`config.mk`:
```
export PLATFORM = sky130hd
export DESIGN_NAME = if_id_skid_buffer
export DESIGN_NICKNAME = d
export VERILOG_FILES = /design/src/rtl/if_id_skid_buffer.sv
export SDC_FILE = /design/constraint.sdc
export NUM_CORES = 1
export LEC_CHECK = 0
export ABC_AREA = 0
export BUFFER_PORTS_ARGS = -buffer_cell sky130_fd_sc_hd__buf_2
export CORE_MARGIN = 1.5
export CORE_UTILIZATION = 48
export DETAILED_ROUTE_END_ITERATION = 8
export PLACE_DENSITY = 0.76
export SYNTH_ARGS = -nofsm -noshare
export SYNTH_HDL_FRONTEND = slang
export SYNTH_SLANG_ARGS = --single-unit
```
`constraint.sdc`:
```
create_clock -name clock_i -period 5.35 [get_ports clock_i]
set_input_delay 0.2675 -clock clock_i [delete_from_list [all_inputs] [get_ports clock_i]]
set_output_delay 0.2675 -clock clock_i [all_outputs]
set_load 0.01 [all_outputs]
```
`src/rtl/if_id_skid_buffer.sv`:
```
// IF/ID pipeline stage built as a DEPTH-entry circular buffer with valid/ready
// handshakes on both sides, a synchronous flush and saturating debug counters.
`ifndef ADDRWIDTH
`define ADDRWIDTH 32
`endif

module if_id_skid_buffer #(
  parameter int                 NB_DATA  = 32,
  parameter int                 NB_ADDR  = `ADDRWIDTH,
  parameter int                 DEPTH    = 2,
  parameter logic [NB_DATA-1:0] NOP_INST = 32'hF8000000,
  parameter int                 NB_CNT   = 16
) (
  input  logic                       clock_i,
  input  logic                       reset_n_i,
  input  logic                       flush_i,
  input  logic                       if_valid_i,
  input  logic [NB_ADDR-1:0]         if_pc_i,
  input  logic [NB_DATA-1:0]         if_instruction_i,
  output logic                       if_ready_o,
  input  logic                       id_ready_i,
  output logic                       id_valid_o,
  output logic [NB_ADDR-1:0]         id_pc_o,
  output logic [NB_DATA-1:0]         id_instruction_o,
  output logic [$clog2(DEPTH+1)-1:0] occupancy_o,
  output logic [NB_CNT-1:0]          flush_count_o,
  output logic [NB_CNT-1:0]          stall_count_o
);

  localparam int PTR_W = $clog2(DEPTH);
  localparam int CNT_W = $clog2(DEPTH+1);

  logic [NB_ADDR-1:0] pc_mem   [DEPTH];
  logic [NB_DATA-1:0] inst_mem [DEPTH];

  logic [PTR_W-1:0]  wr_ptr;
  logic [PTR_W-1:0]  rd_ptr;
  logic [CNT_W-1:0]  count;
  logic [NB_CNT-1:0] flush_count;
  logic [NB_CNT-1:0] stall_count;

  logic push;
  logic pop;
  logic stall;

  // Ready depends only on the registered count, so an ID stall never ripples into IF.
  assign if_ready_o    = (count < CNT_W'(DEPTH));
  assign id_valid_o    = (count != '0);
  assign occupancy_o   = count;
  assign flush_count_o = flush_count;
  assign stall_count_o = stall_count;

  assign push  = if_valid_i & if_ready_o & ~flush_i;
  assign pop   = id_valid_o & id_ready_i & ~flush_i;
  assign stall = id_valid_o & ~id_ready_i & ~flush_i;

  always_comb begin
    id_pc_o          = '0;
    id_instruction_o = NOP_INST;
    if (id_valid_o) begin
      id_pc_o          = pc_mem[rd_ptr];
      id_instruction_o = inst_mem[rd_ptr];
    end
  end

  // Storage is deliberately left unreset; count and pointers alone define validity.
  always_ff @(posedge clock_i) begin
    if (push) begin
      pc_mem[wr_ptr]   <= if_pc_i;
      inst_mem[wr_ptr] <= if_instruction_i;
    end
  end

  always_ff @(posedge clock_i or negedge reset_n_i) begin
    if (!reset_n_i) begin
      wr_ptr      <= '0;
      rd_ptr      <= '0;
      count       <= '0;
      flush_count <= '0;
      stall_count <= '0;
    end else if (flush_i) begin
      wr_ptr <= '0;
      rd_ptr <= '0;
      count  <= '0;
      if (flush_count != '1) begin
        flush_count <= flush_count + NB_CNT'(1);
      end
    end else begin
      if (push) begin
        wr_ptr <= wr_ptr + PTR_W'(1);
      end
      if (pop) begin
        rd_ptr <= rd_ptr + PTR_W'(1);
      end
      case ({push, pop})
        2'b10:   count <= count + CNT_W'(1);
        2'b01:   count <= count - CNT_W'(1);
        default: count <= count;
      endcase
      if (stall && (stall_count != '1)) begin
        stall_count <= stall_count + NB_CNT'(1);
      end
    end
  end

endmodule

```
# Yosys cells after proc, flatten, opt, wreduce, memory -nomap -nowiden
# Memories as Yosys holds them, arrays and structs flattened.
# Cells that the tools add are included.
# word_totals
register_bits	36
mem_bits_rw	128
in_bits	69
out_inout_bits	100
wordCells	43
memories	2
# classes
add_sub_neg	6
order_cmp	1
eq_ne	4
muxes	10
bitwise_logic	8
reduce_logical	7
# mem_list
name	depth	word_bits	rd	rd_ports_with_merged_regs	write_ports	line_no	rtl
inst_mem	2	32	1	0	1	34	logic [NB_DATA-1:0] inst_mem [DEPTH];
pc_mem	2	32	1	0	1	33	logic [NB_ADDR-1:0] pc_mem [DEPTH];
# ops
operator	n
32-bit two-way mux	2
16-bit by 1-bit adder with 16-bit output (second input constant)	2
16-bit != test (second input constant)	2
1-bit bitwise AND	6
1-bit two-way mux	6
2-bit nonzero test	3
2-bit case mux with 2 select lines	1
2-bit AND reduction	2
3-bit nonzero test	1
1-bit adder (second input constant)	2
2-bit by 1-bit adder with 2-bit output (second input constant)	1
2-bit by 1-bit equality test with 1-bit output (second input constant)	1
2-bit equality test (second input constant)	1
2-bit < comparator (second input constant)	1
2-bit two-way mux	1
1-bit NOT	2
2-bit by 1-bit subtractor with 2-bit output (second input constant)	1
1-bit logical AND	1

# Logic depth before layout (Yosys ltp)
# depth
ltp_word	6
mapped_depth	5

# Least setup slack after synthesis
# Ideal clock, no wire load.
# synth_path
path_type	reg-to-reg
from	reg count[1] (netlist: occupancy_o[1])
to	mem inst_mem[1][0], enable pin
setup_ps	578
arrival_time_ps	5451
required_ps	4772
setup_slack_ps	-679
stages_incl_launch_ff	4
path_buffers	0
period_less_slack_ps	6029
path_cell_list	dfrtp_1 > inv_1 > nand2_1 > nor3b_1
# synth_via
elab_chain_cells	5
# synth_lines
element	line_no	rtl
start, declared	38	logic [CNT_W-1:0] count;
start signal, assigned	96	2'b10: count <= count + CNT_W'(1);
start signal, assigned	97	2'b01: count <= count - CNT_W'(1);
start signal, assigned	98	default: count <= count;
2-bit < comparator	47	assign if_ready_o = (count < CNT_W'(DEPTH));
net if_ready_o	20	output logic if_ready_o,
1-bit bitwise AND (2 in series)	53	assign push = if_valid_i & if_ready_o & ~flush_i;
1-bit two-way mux	68	if (push) begin
1-bit two-way mux (implied by the code)	70	inst_mem[wr_ptr] <= if_instruction_i;
end, declared	34	
# The timed path passes the listed nets, and every way through them passes these cells.

# Worst setup path after layout
# layout_path
from	reg rd_ptr
to	out id_pc_o[22]
# layout_via
elab_chain_cells	2
# layout_lines
element	line_no	rtl
start, declared	37	logic [PTR_W-1:0] rd_ptr;
start signal, assigned	93	rd_ptr <= rd_ptr + PTR_W'(1);
memory read 2 x 32 bit	-	
32-bit two-way mux	60	if (id_valid_o) begin
end, declared	23	output logic [NB_ADDR-1:0] id_pc_o,
# Every way passes these cells.

==> reports/metrics.csv <==
stage;metric;value;unit
worst_setup_path;crit_type;flip-flop to primary output;
clock_tree;h-tree-depth;4;
yosys;synth-seq-cells;164;
global_routing;grt_pass1_vias;4106;
yosys;synth_top_cell_by_area;edfxtp_1;
yosys;ys_seq_area_share;71.8;%
yosys;synth_edf_count;128;
clock_tree;cts_tree;done;
yosys;synthDistinctLibCells;37;
detailed_routing;avgRoutedWirePerCell;16.0;um
detailed_routing;vias_per_cell;5.15;
worst_setup_path;cp_max_fo;65;
die;io_pins;169;
clock_tree;path_clk_slew;60;ps
clock_tree;clk_latency;420;ps
clock_tree;cts_buffers;17;
yosys;synth.area.top_cells;edfxtp_1, dfrtp_1, mux2i_1, nor2_1, xor2_1;
yosys;syn_avg_cell_area;15.2;sq um
timing;report.final.slew_viol_count;0;
placed_design;preCtsSetupSlack;3240;ps
hold_path;hold_class;input port to flip-flop;
timing;worst_pin_slew;1160;ps
finish;postLayoutCellArea;8220;sq um
pwr;p_total;3.05;mW
timing;slew_headroom;22.9;%
finish;areaGrowthSynthToFinish;24.4;%
placed_design;port_buffers;168;
clock_tree;clockRootBuffer;clkbuf_16;
clock_tree;cts_resized;0;
finish;final_cells;799;
timing;hold_viol_final;0;
timing;setup_ws;2850;ps
worst_setup_path;cp_data_required_time;5080;ps
timing;fin_tns_setup;0;ps
yosys;synth_nets;506;
yosys;synth_most_common_cell;edfxtp_1;
timing;whs;32.9;ps
yosys;yosysWarnings;0;
pwr;ir_drop;0.000196;V
finish;drive_above_1_share;34.0;%
yosys;synth_flop_cell;edfxtp_1;
run_status;status;finished, final reports clean;
global_routing;grt_pass1_wl;20100;um
finish;nFillCells;1055;
die;die_h;120;um
die;die_w;120;um
placed_design;dpl_cell_area;7660;sq um
global_routing;grt.overflow.total;0;
detailed_routing;routed_wl;12700;um
detailed_routing;vias;4117;
clock_tree;cts.path.max_buffers;2;
placed_design;hpwlAfterDp;8290;um
timing;fin_skew;7.45;ps
clock_tree;cts_setup_buffers;0;
pwr;power_density;371;nW/um^2
clock_tree;clock_sinks;164;
yosys;syn_area;6600;sq um
global_routing;grt.total_usage;18.4;%
yosys;syn_inst;435;
global_routing;grt_max_degree;66;
detailed_routing;antenna_left;0;
yosys;ys_top_cells_by_count;edfxtp_1, nor2_1, mux2i_1;
placed_design;place_congestion;0.810;
yosys;yosysTopAreaCellShare;58.2;%
placed_design;dp.cells;767;
detailed_routing;drt_pass1_iterations;4;
die;initial_core_util;49.5;%
yosys;async_flop_share;22.0;%
die;die-area;14500;sq um
finish;diodes;0;
worst_setup_path;start_kind;flip-flop;
die;coreArea;13300;sq um
global_routing;antenna_found_initial;1;
finish;layout.nets;682;
detailed_routing;drtIter0Drc;217;
timing;setup_violations;0;
run;maxCapViolCount;0;
finish;utilization;61.5;%
pwr;p_leak;3.38;nW
timing;rsz0062_at_grt;no;
timing;post-route-period-util;46.7;%
timing;fmax;401;MHz
worst_setup_path;end_kind;primary output;
die;rows;42;
timing;finalCriticalPeriod;2500;ps
worst_setup_path;worstPathArrival;2230;ps
detailed_routing;drc_errors;0;
state kept, by name (all words and copies together), names as in the netlist:
| register | cells |
|---|---|
| flush_count_o | 16 |
| inst_mem | 64 |
| occupancy_o | 2 |
| pc_mem | 64 |
| rd_ptr | 1 |
| stall_count_o | 16 |
| wr_ptr | 1 |
critical path, stage by stage, from the launching register on:
cell and delay, ps:
dfrtp_4 1140, mux2i_1 280, nor2_1 90, buf_2 180
cell families after synthesis:
group | Yosys count | synth area share (%)
flops | 164 | 71.8
simple gates | 141 | 10.7
mux | 67 | 10.2
xor+xnor | 32 | 4.24
buf+inv | 18 | 1.12
compound gates | 11 | 1.48
fa+ha+maj | 2 | 0.379
repair_timing:
action,4_1_cts,5_1_grt
hold buffers,1,0
hold endpoints to repair,36,0
setup endpoints to repair,0,0
where the power goes:
part | switching, mW | internal, mW
registers | 0.0925 | 1.47
clock network | 0.459 | 0.672
logic | 0.195 | 0.162
total | 0.746 | 2.30
cell type report:
class / count / area (sq um) / share of cell area, %
clock buffer: 18 / 429 / 5.22
clock inverter: 13 / 118 / 1.43
tap: 176 / 220 / 2.68
timing repair buffer: 172 / 873 / 10.6
sequential: 164 / 4750 / 57.8
inverter: 3 / 11.3 / 0.137
multi-input combinational: 253 / 1820 / 22.1
cells in the final DEF (no fill, tap or decap), types with 4 or more instances in the layout:
cell type    n
nor3_1       6
clkinv_2     4
nand2_1     18
dfrtp_1     35
xor2_1      22
edfxtp_1   128
nand4_1      7
nor2_1      66
nor4_1       7
a21oi_1      5
nand3_1     10
and3_1       6
clkbuf_16   17
mux2i_1     65
buf_2      168
clkinv_1     4
xnor2_1     10
final timing paths:
check                      cells after the start                       endpoint  slack, ps                     startpoint
max                                            3                    id_pc_o[22]       2850             rd_ptr$_DFFE_PN0P_
min                                            1      inst_mem[1][18]$_DFFE_PP_         30           if_instruction_i[18]
max reg2reg                                    4      inst_mem[1][17]$_DFFE_PP_       3230     occupancy_o[1]$_DFFE_PN0P_
min reg2reg                                    1  stall_count_o[15]$_DFFE_PN0P_        490  stall_count_o[15]$_DFFE_PN0P_
max in group asynchronous                      2             rd_ptr$_DFFE_PN0P_       4290                      reset_n_i
min in group asynchronous                      2   flush_count_o[7]$_DFFE_PN0P_        470                      reset_n_i
metal layers:
| layer | share of wire, % | GRT usage [%] |
|---|---|---|
| met5 | 0.094 | 0 |
| met4 | 1.8 | 7.87 |
| met3 | 7.7 | 6.56 |
| met2 | 48 | 29.9 |
| met1 | 42 | 22.3 |
Note: power is estimated with default switching activity, not from simulation.
